`config.mk`:
```
export PLATFORM = sky130hd
export DESIGN_NAME = tilemap_fetch_sequencer
export DESIGN_NICKNAME = d
export VERILOG_FILES = /design/src/rtl/tilemap_fetch_sequencer_pkg.sv /design/src/rtl/tilemap_fetch_sequencer_addr_gen.sv /design/src/rtl/tilemap_fetch_sequencer.sv
export SDC_FILE = /design/constraint.sdc
export NUM_CORES = 1
export LEC_CHECK = 0
export ABC_CLOCK_PERIOD_IN_PS = 3100
export CAP_MARGIN = 20
export CELL_PAD_IN_SITES_DETAIL_PLACEMENT = 0
export CELL_PAD_IN_SITES_GLOBAL_PLACEMENT = 1
export CORE_MARGIN = 1.5
export CORE_UTILIZATION = 33
export DETAILED_ROUTE_END_ITERATION = 8
export MAX_ROUTING_LAYER = met4
export PLACE_DENSITY = 0.89
export SYNTH_ARGS = -nofsm -noshare
export SYNTH_HDL_FRONTEND = slang
export SYNTH_HIERARCHICAL = 1
export SYNTH_SLANG_ARGS = --single-unit
```
`constraint.sdc`:
```
create_clock -name i_EMU_MCLK -period 3.1 [get_ports i_EMU_MCLK]
set_clock_uncertainty 0.05 [all_clocks]
set_input_delay 0.775 -clock i_EMU_MCLK [delete_from_list [all_inputs] [get_ports i_EMU_MCLK]]
set_output_delay 0.775 -clock i_EMU_MCLK [all_outputs]
set_load 0.02 [all_outputs]
```
`src/rtl/tilemap_fetch_sequencer_pkg.sv`:
```
// Shared definitions for the tilemap fetch sequencer.
// Contents:
//   - default tilemap geometry
//   - slot/phase codes of the emulated timing word ({slot[1:0], phase[2:0]})
//   - fetch FSM state type
//   - attribute bit positions
//   - timing-successor helper
package tilemap_fetch_sequencer_pkg;

    localparam int COLS_LOG2_DEF = 6;
    localparam int ROWS_LOG2_DEF = 5;

    // Timing word codes: {pixel slot, MCLK phase}
    localparam logic [4:0] SLOT_ADDR  = {2'd0, 3'd0};
    localparam logic [4:0] SLOT_CAPT  = {2'd2, 3'd5};
    localparam logic [4:0] SLOT_DONE  = {2'd3, 3'd0};
    localparam logic [2:0] PHASE_LAST = 3'd5;

    // Attribute byte: [7]=vflip [6]=hflip [5:0]=palette
    localparam int ATTR_VFLIP = 7;

    typedef enum logic [2:0] {
        ST_IDLE = 3'd0,
        ST_ADDR = 3'd1,
        ST_WAIT = 3'd2,
        ST_CAPT = 3'd3,
        ST_DONE = 3'd4
    } fetch_state_e;

    // Timing value that must follow t when the emulated timing runs normally
    function automatic logic [4:0] timing_next(input logic [4:0] t);
        logic [4:0] n;
        if (t[2:0] == PHASE_LAST) begin
            n = {t[4:3] + 2'd1, 3'd0};
        end else begin
            n = {t[4:3], t[2:0] + 3'd1};
        end
        return n;
    endfunction

endpackage

```
`src/rtl/tilemap_fetch_sequencer_addr_gen.sv`:
```
// tm_addr_gen: tilemap VRAM address generator.
// Applies flip and per-layer scroll to the screen counters, packs
// {layer, row, column} and registers it together with the fine Y line
// and the layer bit when load is high; otherwise the last request is held.
// Ports:
//   clk, rst_n                 clock, async active-low reset
//   load                       capture a new request this cycle
//   hcounter/vcounter          screen X (bit 2 = layer) / screen Y
//   flip                       bit-invert counters before scroll add
//   scrollx_a/_b, scrolly_a/_b per-layer scroll
//   gfxaddr, finey, layer      registered request
module tm_addr_gen
    import tilemap_fetch_sequencer_pkg::*;
#(
    parameter int COLS_LOG2 = COLS_LOG2_DEF,
    parameter int ROWS_LOG2 = ROWS_LOG2_DEF,
    parameter int ADDR_W    = 1 + ROWS_LOG2 + COLS_LOG2
) (
    input  logic              clk,
    input  logic              rst_n,
    input  logic              load,
    input  logic [8:0]        hcounter,
    input  logic [7:0]        vcounter,
    input  logic              flip,
    input  logic [8:0]        scrollx_a,
    input  logic [8:0]        scrollx_b,
    input  logic [7:0]        scrolly_a,
    input  logic [7:0]        scrolly_b,
    output logic [ADDR_W-1:0] gfxaddr,
    output logic [2:0]        finey,
    output logic              layer
);

    logic                 layer_s;
    logic [8:0]           hc_s;
    logic [8:0]           x_s;
    logic [7:0]           vc_s;
    logic [7:0]           y_s;
    logic [COLS_LOG2-1:0] col_s;
    logic [ROWS_LOG2-1:0] row_s;
    logic [ADDR_W-1:0]    gfxaddr_d, gfxaddr_q;
    logic [2:0]           finey_d, finey_q;
    logic                 layer_d, layer_q;

    // Scrolled tile coordinates (modular wrap) and next request register values
    always_comb begin
        layer_s = hcounter[2];
        hc_s    = flip ? ~hcounter : hcounter;
        vc_s    = flip ? ~vcounter : vcounter;
        x_s     = hc_s + (layer_s ? scrollx_b : scrollx_a);
        y_s     = vc_s + (layer_s ? scrolly_b : scrolly_a);
        // fine X is not needed for the tilemap word, only the column
        col_s   = COLS_LOG2'(x_s >> 3);
        row_s   = y_s[3 +: ROWS_LOG2];
        if (load) begin
            gfxaddr_d = {layer_s, row_s, col_s};
            finey_d   = y_s[2:0];
            layer_d   = layer_s;
        end else begin
            gfxaddr_d = gfxaddr_q;
            finey_d   = finey_q;
            layer_d   = layer_q;
        end
    end

    // Request register: held between loads so the arbiter sees a stable address
    always_ff @(posedge clk or negedge rst_n) begin
        if (!rst_n) begin
            gfxaddr_q <= '0;
            finey_q   <= 3'd0;
            layer_q   <= 1'b0;
        end else begin
            gfxaddr_q <= gfxaddr_d;
            finey_q   <= finey_d;
            layer_q   <= layer_d;
        end
    end

    assign gfxaddr = gfxaddr_q;
    assign finey   = finey_q;
    assign layer   = layer_q;

endmodule

```
`src/rtl/tilemap_fetch_sequencer.sv`:
```
// tilemap_fetch_sequencer: GFX-side tilemap fetcher on the shared VRAM arbiter.
// For every 4-pixel half it issues the tilemap address at timing {0,0},
// captures code/attribute at {2,5} and publishes them for the layer
// (A: HCOUNTER[2]=0, B: HCOUNTER[2]=1) with a one-MCLK strobe visible at {3,1}.
// Any break in the timing sequence abandons the half without a strobe.
// Ports:
//   i_EMU_MCLK, i_EMU_MRST_n       clock, async active-low reset
//   i_EMU_TIMING                   {slot[1:0], phase[2:0]}
//   i_HCOUNTER/i_VCOUNTER/i_FLIP   screen position, flip screen
//   i_SCROLLX_A/_B, i_SCROLLY_A/_B per-layer scroll
//   o_GFXADDR                      tilemap VRAM address to the arbiter
//   i_VRAM1GFXDATA/i_VRAM2GFXDATA  returned tile code / attribute
//   o_TMA_*                        layer A outputs, o_TMA_*_B layer B outputs
module tilemap_fetch_sequencer
    import tilemap_fetch_sequencer_pkg::*;
#(
    parameter int COLS_LOG2 = COLS_LOG2_DEF,
    parameter int ROWS_LOG2 = ROWS_LOG2_DEF,
    parameter int ADDR_W    = 1 + ROWS_LOG2 + COLS_LOG2
) (
    input  logic              i_EMU_MCLK,
    input  logic              i_EMU_MRST_n,
    input  logic [4:0]        i_EMU_TIMING,
    input  logic [8:0]        i_HCOUNTER,
    input  logic [7:0]        i_VCOUNTER,
    input  logic              i_FLIP,
    input  logic [8:0]        i_SCROLLX_A,
    input  logic [8:0]        i_SCROLLX_B,
    input  logic [7:0]        i_SCROLLY_A,
    input  logic [7:0]        i_SCROLLY_B,
    output logic [ADDR_W-1:0] o_GFXADDR,
    input  logic [15:0]       i_VRAM1GFXDATA,
    input  logic [7:0]        i_VRAM2GFXDATA,
    output logic [15:0]       o_TMA_CODE,
    output logic [15:0]       o_TMA_CODE_B,
    output logic [7:0]        o_TMA_ATTR,
    output logic [7:0]        o_TMA_ATTR_B,
    output logic [13:0]       o_TMA_CHARADDR,
    output logic [13:0]       o_TMA_CHARADDR_B,
    output logic              o_TMA_STB,
    output logic              o_TMA_STB_B
);

    logic         rst_meta_d, rst_meta_q;
    logic         rst_sync_d, rst_sync_q;
    fetch_state_e state_d, state_q;
    logic [4:0]   timing_d, timing_q;
    logic [15:0]  pend_code_d, pend_code_q;
    logic [7:0]   pend_attr_d, pend_attr_q;
    logic [15:0]  code_a_d, code_a_q, code_b_d, code_b_q;
    logic [7:0]   attr_a_d, attr_a_q, attr_b_d, attr_b_q;
    logic [13:0]  char_a_d, char_a_q, char_b_d, char_b_q;
    logic         stb_a_d, stb_a_q, stb_b_d, stb_b_q;
    logic         load_s;
    logic         in_seq_s;
    logic [2:0]   finey_s;
    logic         layer_s;
    logic [13:0]  char_s;

    // Synchroniser inputs: release propagates through two flops
    always_comb begin
        rst_meta_d = 1'b1;
        rst_sync_d = rst_meta_q;
    end

    // Reset synchroniser: asserts immediately, releases on the clock
    always_ff @(posedge i_EMU_MCLK or negedge i_EMU_MRST_n) begin
        if (!i_EMU_MRST_n) begin
            rst_meta_q <= 1'b0;
            rst_sync_q <= 1'b0;
        end else begin
            rst_meta_q <= rst_meta_d;
            rst_sync_q <= rst_sync_d;
        end
    end

    tm_addr_gen #(
        .COLS_LOG2 (COLS_LOG2),
        .ROWS_LOG2 (ROWS_LOG2),
        .ADDR_W    (ADDR_W)
    ) u_addr_gen (
        .clk       (i_EMU_MCLK),
        .rst_n     (rst_sync_q),
        .load      (load_s),
        .hcounter  (i_HCOUNTER),
        .vcounter  (i_VCOUNTER),
        .flip      (i_FLIP),
        .scrollx_a (i_SCROLLX_A),
        .scrollx_b (i_SCROLLX_B),
        .scrolly_a (i_SCROLLY_A),
        .scrolly_b (i_SCROLLY_B),
        .gfxaddr   (o_GFXADDR),
        .finey     (finey_s),
        .layer     (layer_s)
    );

    // Fetch FSM next state, capture and publish logic
    always_comb begin
        state_d     = state_q;
        timing_d    = i_EMU_TIMING;
        pend_code_d = pend_code_q;
        pend_attr_d = pend_attr_q;
        code_a_d    = code_a_q;
        attr_a_d    = attr_a_q;
        char_a_d    = char_a_q;
        code_b_d    = code_b_q;
        attr_b_d    = attr_b_q;
        char_b_d    = char_b_q;
        stb_a_d     = 1'b0;
        stb_b_d     = 1'b0;
        load_s      = 1'b0;
        in_seq_s    = (i_EMU_TIMING == timing_next(timing_q));
        // vflip mirrors the 8-line character vertically
        char_s      = {pend_code_q[10:0], finey_s ^ {3{pend_attr_q[ATTR_VFLIP]}}};

        if (i_EMU_TIMING == SLOT_ADDR) begin
            // every {0,0} starts a fresh half, abandoning anything in flight
            load_s  = 1'b1;
            state_d = ST_ADDR;
        end else if ((state_q != ST_IDLE) && !in_seq_s) begin
            state_d = ST_IDLE;
        end else begin
            case (state_q)
                ST_IDLE: state_d = ST_IDLE;
                ST_ADDR: state_d = ST_WAIT;
                ST_WAIT: begin
                    if (i_EMU_TIMING == SLOT_CAPT) begin
                        pend_code_d = i_VRAM1GFXDATA;
                        pend_attr_d = i_VRAM2GFXDATA;
                        state_d     = ST_CAPT;
                    end else begin
                        state_d = ST_WAIT;
                    end
                end
                ST_CAPT: begin
                    if (i_EMU_TIMING == SLOT_DONE) begin
                        if (layer_s) begin
                            code_b_d = pend_code_q;
                            attr_b_d = pend_attr_q;
                            char_b_d = char_s;
                            stb_b_d  = 1'b1;
                        end else begin
                            code_a_d = pend_code_q;
                            attr_a_d = pend_attr_q;
                            char_a_d = char_s;
                            stb_a_d  = 1'b1;
                        end
                        state_d = ST_DONE;
                    end else begin
                        state_d = ST_IDLE;
                    end
                end
                ST_DONE: state_d = ST_IDLE;
                default: state_d = ST_IDLE;
            endcase
        end
    end

    // FSM state, timing history, pending capture and layer output registers
    always_ff @(posedge i_EMU_MCLK or negedge rst_sync_q) begin
        if (!rst_sync_q) begin
            state_q     <= ST_IDLE;
            timing_q    <= 5'd0;
            pend_code_q <= 16'd0;
            pend_attr_q <= 8'd0;
            code_a_q    <= 16'd0;
            attr_a_q    <= 8'd0;
            char_a_q    <= 14'd0;
            code_b_q    <= 16'd0;
            attr_b_q    <= 8'd0;
            char_b_q    <= 14'd0;
            stb_a_q     <= 1'b0;
            stb_b_q     <= 1'b0;
        end else begin
            state_q     <= state_d;
            timing_q    <= timing_d;
            pend_code_q <= pend_code_d;
            pend_attr_q <= pend_attr_d;
            code_a_q    <= code_a_d;
            attr_a_q    <= attr_a_d;
            char_a_q    <= char_a_d;
            code_b_q    <= code_b_d;
            attr_b_q    <= attr_b_d;
            char_b_q    <= char_b_d;
            stb_a_q     <= stb_a_d;
            stb_b_q     <= stb_b_d;
        end
    end

    assign o_TMA_CODE       = code_a_q;
    assign o_TMA_ATTR       = attr_a_q;
    assign o_TMA_CHARADDR   = char_a_q;
    assign o_TMA_STB        = stb_a_q;
    assign o_TMA_CODE_B     = code_b_q;
    assign o_TMA_ATTR_B     = attr_b_q;
    assign o_TMA_CHARADDR_B = char_b_q;
    assign o_TMA_STB_B      = stb_b_q;

endmodule
```
==> run metrics <==
share of cells above drive strength 1 28.8%; via/cell ratio 4.61; Avg Cell Area, Syn 13.4 um^2; first-pass GRT wire length 19.3 mm; largest net degree at the start of global routing 63; Skew-Pair Late Insertion Delay 0.34 ns; leakage power 0.00344 uW; worst reg2reg setup slack 0.88 ns; Gate Count Post-Synth 394; utilization after layout 48.5%; Synth Area in XOR/XNOR 6.15%; layout overhead on the synthesized area 44.6%; die height 130 um; vias in the first global route 4006; Hold Crit Class reg2reg; Critical Path End Type flip-flop; Final Cycle Share 96.0%; Overflow after GRT 0; final wirelength 12.1 mm; DRC viols 0; most frequent cells in the layout clkdlybuf4s50_1, dfrtp_1, mux2_2; Synth Area in Compound Gates 4.12%; largest family of logic cells by synthesized area multiplexers; setup bufs post-CTS 0; CTS resizes 0; crit path kind in2reg; minimum clock period after layout 2.98 ns; core area 15800 um^2; # port buffers 172; Initial DRC Count 83; starting density of the core 33.5%; Pre-Repair DR Iteration Count 4; most common cell after layout, fill and taps aside clkdlybuf4s50_1; Worst-path clk slew 0.07 ns; count of state elements after synthesis 105; syn_nets 492; CTS root buf clkbuf_16; Worst setup SP type input pin; num rows 46; Top FF cell, synth dfrtp_1; Die Width 130 um; setup slack after placement -0.332 ns; peak supply drop 0.269 mV; PD cells 452 nW/um^2; GR met3 Demand/Resource 5.00%; CP arrival 3.16 ns; CTS sink count 105; Layout fillers 1418; slew margin rel. 43.8%; unrepaired setup endpoints after global routing no; multiplexer area fraction after synthesis 23.1%; area taken by multi-input logic gates 2350 um^2; Synth cell types 60; I/O pins 173; Final Setup Violations 0; CTS tree yes; Adder-Cell Fraction of Synth Area 3.69%; share of synthesized registers carrying an async set or reset 100%; max_cap viols 0; gr usage total 15.3%; simple-gate share of the synthesized area 6.96%; diode count 0; GP Congestion 0.785; CP Max Fanout 16; final worst slack 0.123 ns; # nets final 670; Slew Limit Fails 0; EDFF count, synth 0; Worst-Margin Slew 0.843 ns; GRT busiest layer met2; register area 2630 um^2; Wirelength per Cell 15.2 um; Synth warnings 6; M2 GR Usage 27.6%; Crit path required time 3.28 ns; die area 16800 um^2; DP Wirelength 8.95 mm; post-cts hold buffer count 0; run status completed; fmax 336 MHz; initial antenna violation count 0; Netlist Area Pre-Place 5290 um^2; ANT nets after route 0; clock tree buffer depth 2; sequential fraction of the synthesis area 49.7%; via count 3652; met1 Usage GRT 16.5%; Inserted Clock Buffers 9; H-tree depth 3; Hold Vio Cnt, Final 0
[Yosys cell counts, types with 2 or more instances]
| cell type | instances | share of area, % |
|---|---|---|
| nor4b_1 | 2 | 0.33 |
| mux2_1 | 3 | 0.64 |
| dfrtp_1 | 105 | 50 |
| mux2_4 | 3 | 0.85 |
| and2_1 | 3 | 0.35 |
| a21oi_1 | 5 | 0.47 |
| a21o_1 | 3 | 0.43 |
| nand2b_1 | 3 | 0.35 |
| mux2_2 | 96 | 20 |
| nor4_4 | 2 | 0.80 |
| nand4_1 | 2 | 0.24 |
| mux2i_1 | 4 | 0.76 |
| nor4_1 | 4 | 0.47 |
| xor2_1 | 20 | 3.3 |
| buf_2 | 4 | 0.38 |
| nor2b_1 | 7 | 0.83 |
| nand2_1 | 5 | 0.35 |
| buf_6 | 5 | 1.1 |
| or3_1 | 2 | 0.24 |
| inv_1 | 11 | 0.78 |
| clkbuf_1 | 3 | 0.21 |
| nor2_1 | 6 | 0.43 |
| o21ai_0 | 3 | 0.28 |
| ha_1 | 14 | 3.3 |
| xnor2_1 | 14 | 2.3 |
| buf_4 | 26 | 3.7 |
| nand3_1 | 6 | 0.57 |
[logic make-up (layout without fill, tap and decap cells)]
group / after synthesis / in the layout
DFF: 105 / 105
other: 1 / 1
buffers and inverters: 50 / 232
adders and majority gates: 15 / 15
muxes: 107 / 107
and+or+nand+nor: 54 / 54
AOI/OAI and AO/OA: 27 / 27
xor gates and xnor gates: 35 / 35
[sequential cells by signal, summed over array words and instances, names as in the netlist, 5 cells and up]
signal	flops
u_addr_gen/gfxaddr	12
pend_code_q	16
o_TMA_ATTR_B	8
pend_attr_q	8
o_TMA_CODE	16
timing_q	5
o_TMA_CODE_B	16
o_TMA_ATTR	8
[worst paths after layout]
check                                   start  cells past startpoint                    end
worst max register to register    timing_q[0]                      6        pend_code_q[14]
worst min register to register     rst_meta_q                      0             rst_sync_q
max in group asynchronous          rst_sync_q                      1        o_TMA_CODE_B[4]
worst max-delay path            i_HCOUNTER[2]                      9  u_addr_gen/gfxaddr[3]
min in group asynchronous          rst_sync_q                      0       o_TMA_CODE_B[14]
worst min-delay path               rst_meta_q                      0             rst_sync_q
[metal layers]
metal | vias to the layer above | part of all wire, %
met5 | - | 0
met4 | 0 | 1.2
met3 | 12 | 5.1
met2 | 95 | 52
met1 | 1818 | 41
li1 | 1727 | -
[final cells by class]
| class | count | area share (%) |
|---|---|---|
| Tap cell | 216 | 3.54 |
| Inverter | 11 | 0.540 |
| Clock buffer | 11 | 3.18 |
| Timing Repair Buffer | 206 | 26.8 |
| Clock inverter | 4 | 0.688 |
| Multi-Input combinational cell | 239 | 30.8 |
| Sequential cell | 105 | 34.4 |
[worst max-delay path, stage by stage]
cell and delay (ns):
clkdlybuf4s50_1 0.51, buf_12 0.17, mux2_2 0.34, ha_2 0.33, a21oi_1 0.20, nand2_1 0.15, a311oi_2 0.31, xnor2_1 0.09
mux2_2 0.26
[power breakdown]
part	total (uW)	internal (uW)	switching (uW)
registers	1530	1450	74.3
logic	799	456	343
clock network	1130	647	482
[metrics by stage]
step / hold slack [ns] / TNS [ns] / cell area, um^2 / total power, uW / instances
after detailed placement: 0.286 / -2.22 / 7340 / 2350 / 777
after floorplan: 0.281 / 0 / 5290 / 1960 / 394
final: 0.310 / 0 / 7640 / 3460 / 792
after global placement: 0.287 / -1.52 / 7340 / 2340 / 777
after global routing: 0.322 / 0 / 7640 / 3630 / 792
after CTS: 0.313 / 0 / 7630 / 3510 / 792
No activity file was read; power rests on OpenSTA's default activity.
